### config.mk
export PLATFORM = sky130hd
export DESIGN_NAME = btc_header_feeder
export DESIGN_NICKNAME = d
export VERILOG_FILES = /design/src/rtl/btc_pkg.sv /design/src/rtl/btc_word_mux.sv /design/src/rtl/btc_header_feeder.sv
export SDC_FILE = /design/constraint.sdc
export NUM_CORES = 2
export LEC_CHECK = 0
export BUFFER_PORTS_ARGS = -buffer_cell sky130_fd_sc_hd__buf_2
export CORE_ASPECT_RATIO = 0.8
export CORE_UTILIZATION = 30
export DETAILED_ROUTE_END_ITERATION = 10
export SLEW_MARGIN = 10
export SYNTH_ARGS = -nofsm -noshare
export SYNTH_HDL_FRONTEND = slang
export SYNTH_SLANG_ARGS = --single-unit
### constraint.sdc
create_clock -name clk -period 162.4 [get_ports clk]
set_clock_uncertainty 0.1 [all_clocks]
set_input_delay 48.72 -clock clk [delete_from_list [all_inputs] [get_ports clk]]
set_output_delay 48.72 -clock clk [all_outputs]
set_load 0.005 [all_outputs]
### src/rtl/btc_pkg.sv
// Shared constants and types for the Bitcoin header feeder.
// SHA-256 IV, padding words, FSM state and pass encodings.
package btc_pkg;

  localparam int HDR_WORDS = 19;

  localparam logic [255:0] SHA_IV = {
    32'h6a09e667, 32'hbb67ae85, 32'h3c6ef372, 32'ha54ff53a,
    32'h510e527f, 32'h9b05688c, 32'h1f83d9ab, 32'h5be0cd19
  };

  localparam logic [31:0] PAD_BIT = 32'h8000_0000;
  localparam logic [31:0] LEN_80B = 32'h0000_0280;
  localparam logic [31:0] LEN_32B = 32'h0000_0100;

  typedef enum logic [2:0] {
    S_IDLE,
    S_START,
    S_FEED,
    S_WAIT,
    S_EMIT
  } state_t;

  typedef enum logic [1:0] {
    P_MID  = 2'd0,
    P_TAIL = 2'd1,
    P_DIG  = 2'd2
  } pass_t;

  typedef logic [HDR_WORDS-1:0][31:0] hdr_t;

endpackage

### src/rtl/btc_word_mux.sv
// Message word selection for the three compression passes.
// Pure combinational: (pass, addr, header, nonce, first digest) -> word.
module btc_word_mux
  import btc_pkg::*;
(
  input  pass_t         pass,
  input  logic [3:0]    addr,
  input  hdr_t          hdr,
  input  logic [31:0]   nonce,
  input  logic [255:0]  d1,
  output logic [31:0]   word
);

  logic [2:0] di;

  always_comb begin
    word = '0;
    di   = 3'd7 - addr[2:0];
    case (pass)
      P_MID: word = hdr[{1'b0, addr}];
      P_TAIL: begin
        if (addr < 4'd3)       word = hdr[5'd16 + {3'b0, addr[1:0]}];
        else if (addr == 4'd3) word = nonce;
        else if (addr == 4'd4) word = PAD_BIT;
        else if (addr == 4'd15) word = LEN_80B;
      end
      P_DIG: begin
        // H0 sits in the top word of the digest
        if (addr < 4'd8)       word = d1[{di, 5'd0} +: 32];
        else if (addr == 4'd8) word = PAD_BIT;
        else if (addr == 4'd15) word = LEN_32B;
      end
      default: word = '0;
    endcase
  end

endmodule

### src/rtl/btc_header_feeder.sv
// Sequences midstate, header-tail and rehash compressions per nonce
// and serves message words to the SHA-256 stream hasher.
module btc_header_feeder
  import btc_pkg::*;
(
  input  logic         clk,
  input  logic         rst,
  input  logic         ld_we,
  input  logic [4:0]   ld_addr,
  input  logic [31:0]  ld_data,
  input  logic         go,
  input  logic [31:0]  nonce_start,
  input  logic [31:0]  nonce_count,
  input  logic         stop,
  output logic         hs_start,
  output logic [255:0] hs_state_in,
  input  logic [3:0]   hs_addr,
  input  logic         hs_rq,
  output logic         hs_rdy,
  output logic [31:0]  hs_data,
  input  logic [255:0] hs_state_out,
  input  logic         hs_done,
  output logic         busy,
  output logic         hash_valid,
  output logic [255:0] hash_out,
  output logic [31:0]  nonce_out
);

  state_t state_q, state_d;
  pass_t pass_q, pass_d;
  hdr_t hdr_q, hdr_d;
  logic [255:0] mid_q, mid_d, d1_q, d1_d;
  logic [255:0] sin_q, sin_d, hout_q, hout_d;
  logic [31:0] nonce_q, nonce_d, rem_q, rem_d;
  logic [31:0] data_q, data_d, nout_q, nout_d;
  logic [3:0] cnt_q, cnt_d;
  logic stop_q, stop_d, busy_q, busy_d;
  logic start_q, start_d, rdy_q, rdy_d;
  logic hv_q, hv_d;
  logic [31:0] word;
  logic stop_pend;

  btc_word_mux u_mux (
    .pass  (pass_q),
    .addr  (hs_addr),
    .hdr   (hdr_q),
    .nonce (nonce_q),
    .d1    (d1_q),
    .word  (word)
  );

  assign stop_pend = stop_q | stop;

  always_comb begin
    state_d = state_q;
    pass_d  = pass_q;
    hdr_d   = hdr_q;
    mid_d   = mid_q;
    d1_d    = d1_q;
    sin_d   = sin_q;
    hout_d  = hout_q;
    nonce_d = nonce_q;
    rem_d   = rem_q;
    data_d  = data_q;
    nout_d  = nout_q;
    cnt_d   = cnt_q;
    busy_d  = busy_q;
    stop_d  = stop_q | stop;
    start_d = 1'b0;
    rdy_d   = 1'b0;
    hv_d    = 1'b0;
    if (ld_we && !busy_q && ld_addr < 5'(HDR_WORDS))
      hdr_d[ld_addr] = ld_data;
    case (state_q)
      S_IDLE: begin
        stop_d = 1'b0;
        if (go && nonce_count != '0) begin
          nonce_d = nonce_start;
          // stop arriving with go still lets the first nonce finish
          rem_d   = stop ? 32'd1 : nonce_count;
          pass_d  = P_MID;
          sin_d   = SHA_IV;
          busy_d  = 1'b1;
          start_d = 1'b1;
          state_d = S_START;
        end
      end
      S_START: begin
        cnt_d   = '0;
        state_d = S_FEED;
      end
      S_FEED: begin
        if (hs_rq && !rdy_q) begin
          rdy_d  = 1'b1;
          data_d = word;
          cnt_d  = cnt_q + 4'd1;
          if (cnt_q == 4'd15) state_d = S_WAIT;
        end
      end
      S_WAIT: begin
        if (hs_done) begin
          case (pass_q)
            P_MID: begin
              mid_d   = hs_state_out;
              pass_d  = P_TAIL;
              sin_d   = hs_state_out;
            end
            P_TAIL: begin
              d1_d    = hs_state_out;
              pass_d  = P_DIG;
              sin_d   = SHA_IV;
            end
            default: begin
              hv_d    = 1'b1;
              hout_d  = hs_state_out;
              nout_d  = nonce_q;
            end
          endcase
          if (pass_q == P_DIG) begin
            state_d = S_EMIT;
          end else if (stop_pend) begin
            busy_d  = 1'b0;
            stop_d  = 1'b0;
            state_d = S_IDLE;
          end else begin
            start_d = 1'b1;
            state_d = S_START;
          end
        end
      end
      S_EMIT: begin
        if (rem_q == 32'd1 || stop_pend) begin
          busy_d  = 1'b0;
          stop_d  = 1'b0;
          state_d = S_IDLE;
        end else begin
          rem_d   = rem_q - 32'd1;
          nonce_d = nonce_q + 32'd1;
          pass_d  = P_TAIL;
          sin_d   = mid_q;
          start_d = 1'b1;
          state_d = S_START;
        end
      end
      default: state_d = S_IDLE;
    endcase
  end

  always_ff @(posedge clk or posedge rst) begin
    if (rst) begin
      state_q <= S_IDLE;
      pass_q  <= P_MID;
      hdr_q   <= '0;
      mid_q   <= '0;
      d1_q    <= '0;
      sin_q   <= SHA_IV;
      hout_q  <= '0;
      nonce_q <= '0;
      rem_q   <= '0;
      data_q  <= '0;
      nout_q  <= '0;
      cnt_q   <= '0;
      busy_q  <= 1'b0;
      stop_q  <= 1'b0;
      start_q <= 1'b0;
      rdy_q   <= 1'b0;
      hv_q    <= 1'b0;
    end else begin
      state_q <= state_d;
      pass_q  <= pass_d;
      hdr_q   <= hdr_d;
      mid_q   <= mid_d;
      d1_q    <= d1_d;
      sin_q   <= sin_d;
      hout_q  <= hout_d;
      nonce_q <= nonce_d;
      rem_q   <= rem_d;
      data_q  <= data_d;
      nout_q  <= nout_d;
      cnt_q   <= cnt_d;
      busy_q  <= busy_d;
      stop_q  <= stop_d;
      start_q <= start_d;
      rdy_q   <= rdy_d;
      hv_q    <= hv_d;
    end
  end

  assign hs_start    = start_q;
  assign hs_state_in = sin_q;
  assign hs_rdy      = rdy_q;
  assign hs_data     = data_q;
  assign busy        = busy_q;
  assign hash_valid  = hv_q;
  assign hash_out    = hout_q;
  assign nonce_out   = nout_q;

endmodule

==> run_results.csv <==
group,metric,value,unit
status,status,"finished, final reports clean",
die,fp.dieW,571,um
power_and_ir_drop,power.switching,0.000552,W
global_route,grt_pass1_vias,53251,
power_and_ir_drop,p_per_area,18.0,mW/mm^2
final_layout,fin_nets,7032,
drt,drc,0,
synthesis,ys_seq_elements,1774,
clock_network,clockBufferDepth,4,
timing,slew_violations,0,
synthesis,ys_types,70,
power_and_ir_drop,p_int,0.00111,W
worst_setup_path,worstSetupStartpoint,"rst",
clock_network,cts_sinks,1774,
timing,setup_ws,109.17,ns
global_route,grt_pass1_wl,410000,um
power_and_ir_drop,ir_drop,10.4,uV
timing,tightest_slew,1.26,ns
synthesis,yosysWarnings,0,
global_route,gr-total-overflow,0,
drt,wirelength,290000,um
drt,drt_pass1_iterations,6,
final_layout,layout_common_cells,"dfrtp_1, mux2_2, buf_2",
global_route,antenna_found_initial,97,
clock_network,cts_resized,0,
synthesis,synth-edff-count,0,
clock_network,post_cts_buffers,0,
worst_setup_path,crit_type,"in -> async",
power_and_ir_drop,power.share.sequential,0.444,
global_route,grt_max_degree,187,
final_layout,syn2layout_area_growth,19.1,%
worst_setup_path,critPathArrivalTime,53.94,ns
worst_setup_path,critical-path-max-stage-delay,0.96,ns
min_path,worstHoldStart,"hs_state_in[143]",
power_and_ir_drop,sw_frac_of_total,0.332,
worst_setup_path,endpoint_kind,"asynchronous set/reset pin",
clock_network,cts_buffers,190,
global_route,track_usage,0.218,
drt,wl_per_cell,28.1,um
synthesis,synthCells,5900,
synthesis,synth_async_sr_flop_share,1.00,
clock_network,clk_pin_slew,0.07,ns
timing,relSlewSlack,0.160,
power_and_ir_drop,clock_power_share,0.275,
worst_setup_path,worstSetupStartpointType,"primary input",
clock_network,insertion_delay,0.86,ns
final_layout,layout-drive-gt1-share,0.437,
placed_design,portBuffers,947,
worst_setup_path,path_cells,"buf_2, inv_8, buf_4, buf_4, buf_12, buf_4, buf_4",
die,start_util,0.303,
die,die_h,457,um
clock_network,root_buffer,"clkbuf_16",
timing,fin_crit_sh,0.328,
timing,fin_crit,53.23,ns
synthesis,synth_nets,6272,
timing,max_freq,18.8,MHz
worst_setup_path,cp_num_buf_inv,7,
die,rows,166,
final_layout,layout_commonest_cell,"dfrtp_1",
min_path,hold_path.class,"reg -> reg",
power_and_ir_drop,p_leak,44.4,nW
drt,drt_iter0_markers,4917,
worst_setup_path,rr_startpoint,"state_q[1]",
final_layout,fin_cells,10325,
timing,whs,0.364,ns
final_layout,nFillCells,24794,
die,die_area,0.261,sq mm
placed_design,gp_congestion,0.883,
synthesis,synth_ff_type,"dfrtp_1",
drt,postRouteAntennaNets,0,
worst_setup_path,cp_top_family,"buffers and inverters",
timing,tns,0,ns
flow_run,drv_cap,0,
drt,viasPerCell,5.19,
die,core,0.257,sq mm
clock_network,tritoncts,"built",
worst_setup_path,critPathMaxFanout,166,
drt,route.vias.total,53634,
placed_design,dp.cells,9912,
clock_network,ctsHoldBuffers,0,
placed_design,place_ws,108.02,ns
timing,rsz0062_at_grt,"false",
power_and_ir_drop,power_frac_comb,0.281,
synthesis,yosysSeqAreaShare,0.574,
worst_setup_path,cp_common_cell,"buf_4",
timing,hold_violations,0,
worst_setup_path,slowest_stage,"buf_4",
synthesis,avgSynthCellArea,13.2,sq um
worst_setup_path,cp.required,163.11,ns
die,io_pins,948,
clock_network,h-tree-depth,4,
timing,setup_viol_count_final,0,
synthesis,syn-cell-area,0.0776,sq mm
placed_design,post-dp-hpwl,207000,um
## cell families (layout without fill, tap and decap cells)
| family | after synthesis | in the layout | share of synthesized area |
|---|---|---|---|
| buf+inv | 626 | 1533 | 0.0322 |
| mux | 1693 | 1693 | 0.275 |
| simple gates | 1164 | 1164 | 0.0625 |
| fa+ha+maj | 4 | 4 | 0.000645 |
| compound gates | 637 | 637 | 0.0556 |
| xor+xnor | 2 | 2 | 0.000226 |
| other cells | 0 | 74 | 0 |
| flops | 1774 | 1774 | 0.574 |
## Yosys cell counts (all sizes together) (6+ instances only)
cell type | count | area share
a21oi | 66 | 0.0043
nor2 | 85 | 0.0041
a221oi | 6 | 0.00068
dfrtp | 1638 | 0.53
nand2b | 6 | 0.00048
mux2 | 1265 | 0.19
a211oi | 27 | 0.0026
o221ai | 22 | 0.0025
dfstp | 136 | 0.046
nand2 | 891 | 0.043
a32oi | 8 | 0.00090
inv | 161 | 0.0078
and3 | 14 | 0.0011
nor3 | 33 | 0.0022
buf | 161 | 0.0097
nor4 | 29 | 0.0027
nand3 | 21 | 0.0014
a22o | 122 | 0.014
nor2b | 31 | 0.0025
o31a | 8 | 0.00090
o21ai | 106 | 0.0068
o21a | 6 | 0.00058
mux4 | 199 | 0.058
mux2i | 229 | 0.030
a31oi | 14 | 0.0011
nand4 | 10 | 0.00081
clkbuf | 302 | 0.015
or3 | 13 | 0.0010
nor3b | 7 | 0.00068
or4 | 8 | 0.00082
o22ai | 215 | 0.017
## power by group through the flow
stage               sequential (W)  clock (W)  combinational, W
floorplan                 0.000703          0          0.000275
global placement          0.000732          0          0.000459
detailed placement        0.000738          0          0.000468
CTS                       0.000733   0.000466          0.000470
global route              0.000754   0.000483          0.000501
finish                    0.000738   0.000457          0.000466
## cell type report
class,count,area [sq um],share of cell area
sequential,1774,44600,0.482
multi-input combinational,3500,30700,0.333
clock buffer,279,5630,0.0610
timing repair buffer,1031,5470,0.0592
tap,3444,4310,0.0466
clock inverter,60,881,0.00953
inverter,163,627,0.00678
antenna,74,185,0.00200
## flip-flops by register name, summed over array words and instances, names as in the netlist, 3 cells and up
signal / flops
hdr_q: 608
d1_q: 256
hash_out: 256
hs_state_in: 256
mid_q: 256
hs_data: 32
nonce_out: 32
nonce_q: 32
rem_q: 32
cnt_q: 4
state_q: 3
## path summary, 6_finish.rpt
kind	end	slack (ns)	cells after the start
max in group clk	hs_data[25]	110.00	8
min	hs_state_in[143]	0.36	2
min reg2reg	hs_state_in[143]	0.36	2
max	d1_q[57]	109.17	7
min in group asynchronous	nonce_out[16]	47.94	2
max reg2reg	hs_state_in[183]	157.28	8
## per-layer routing
metal | global-route usage | part of all wire
met1 | 0.286 | 0.41
met2 | 0.333 | 0.46
met3 | 0.0564 | 0.082
met4 | 0.109 | 0.049
met5 | 0 | 0.00064
## tightest hold or removal path, delay by kind of cell, from the launching register on
kind,cells,cell delay (ns)
mux,1,0.05
flops,1,0.37
buf+inv,1,0.04
## through the flow
step	area, sq um	total power (W)	util
global route	92300	0.00174	0.360
global placement	85700	0.00119	0.334
detailed placement	85700	0.00121	0.334
floorplan	77600	0.000978	-
finish	92400	0.00166	0.360
CTS	92200	0.00167	0.359
(Power assumes the default switching activity.)
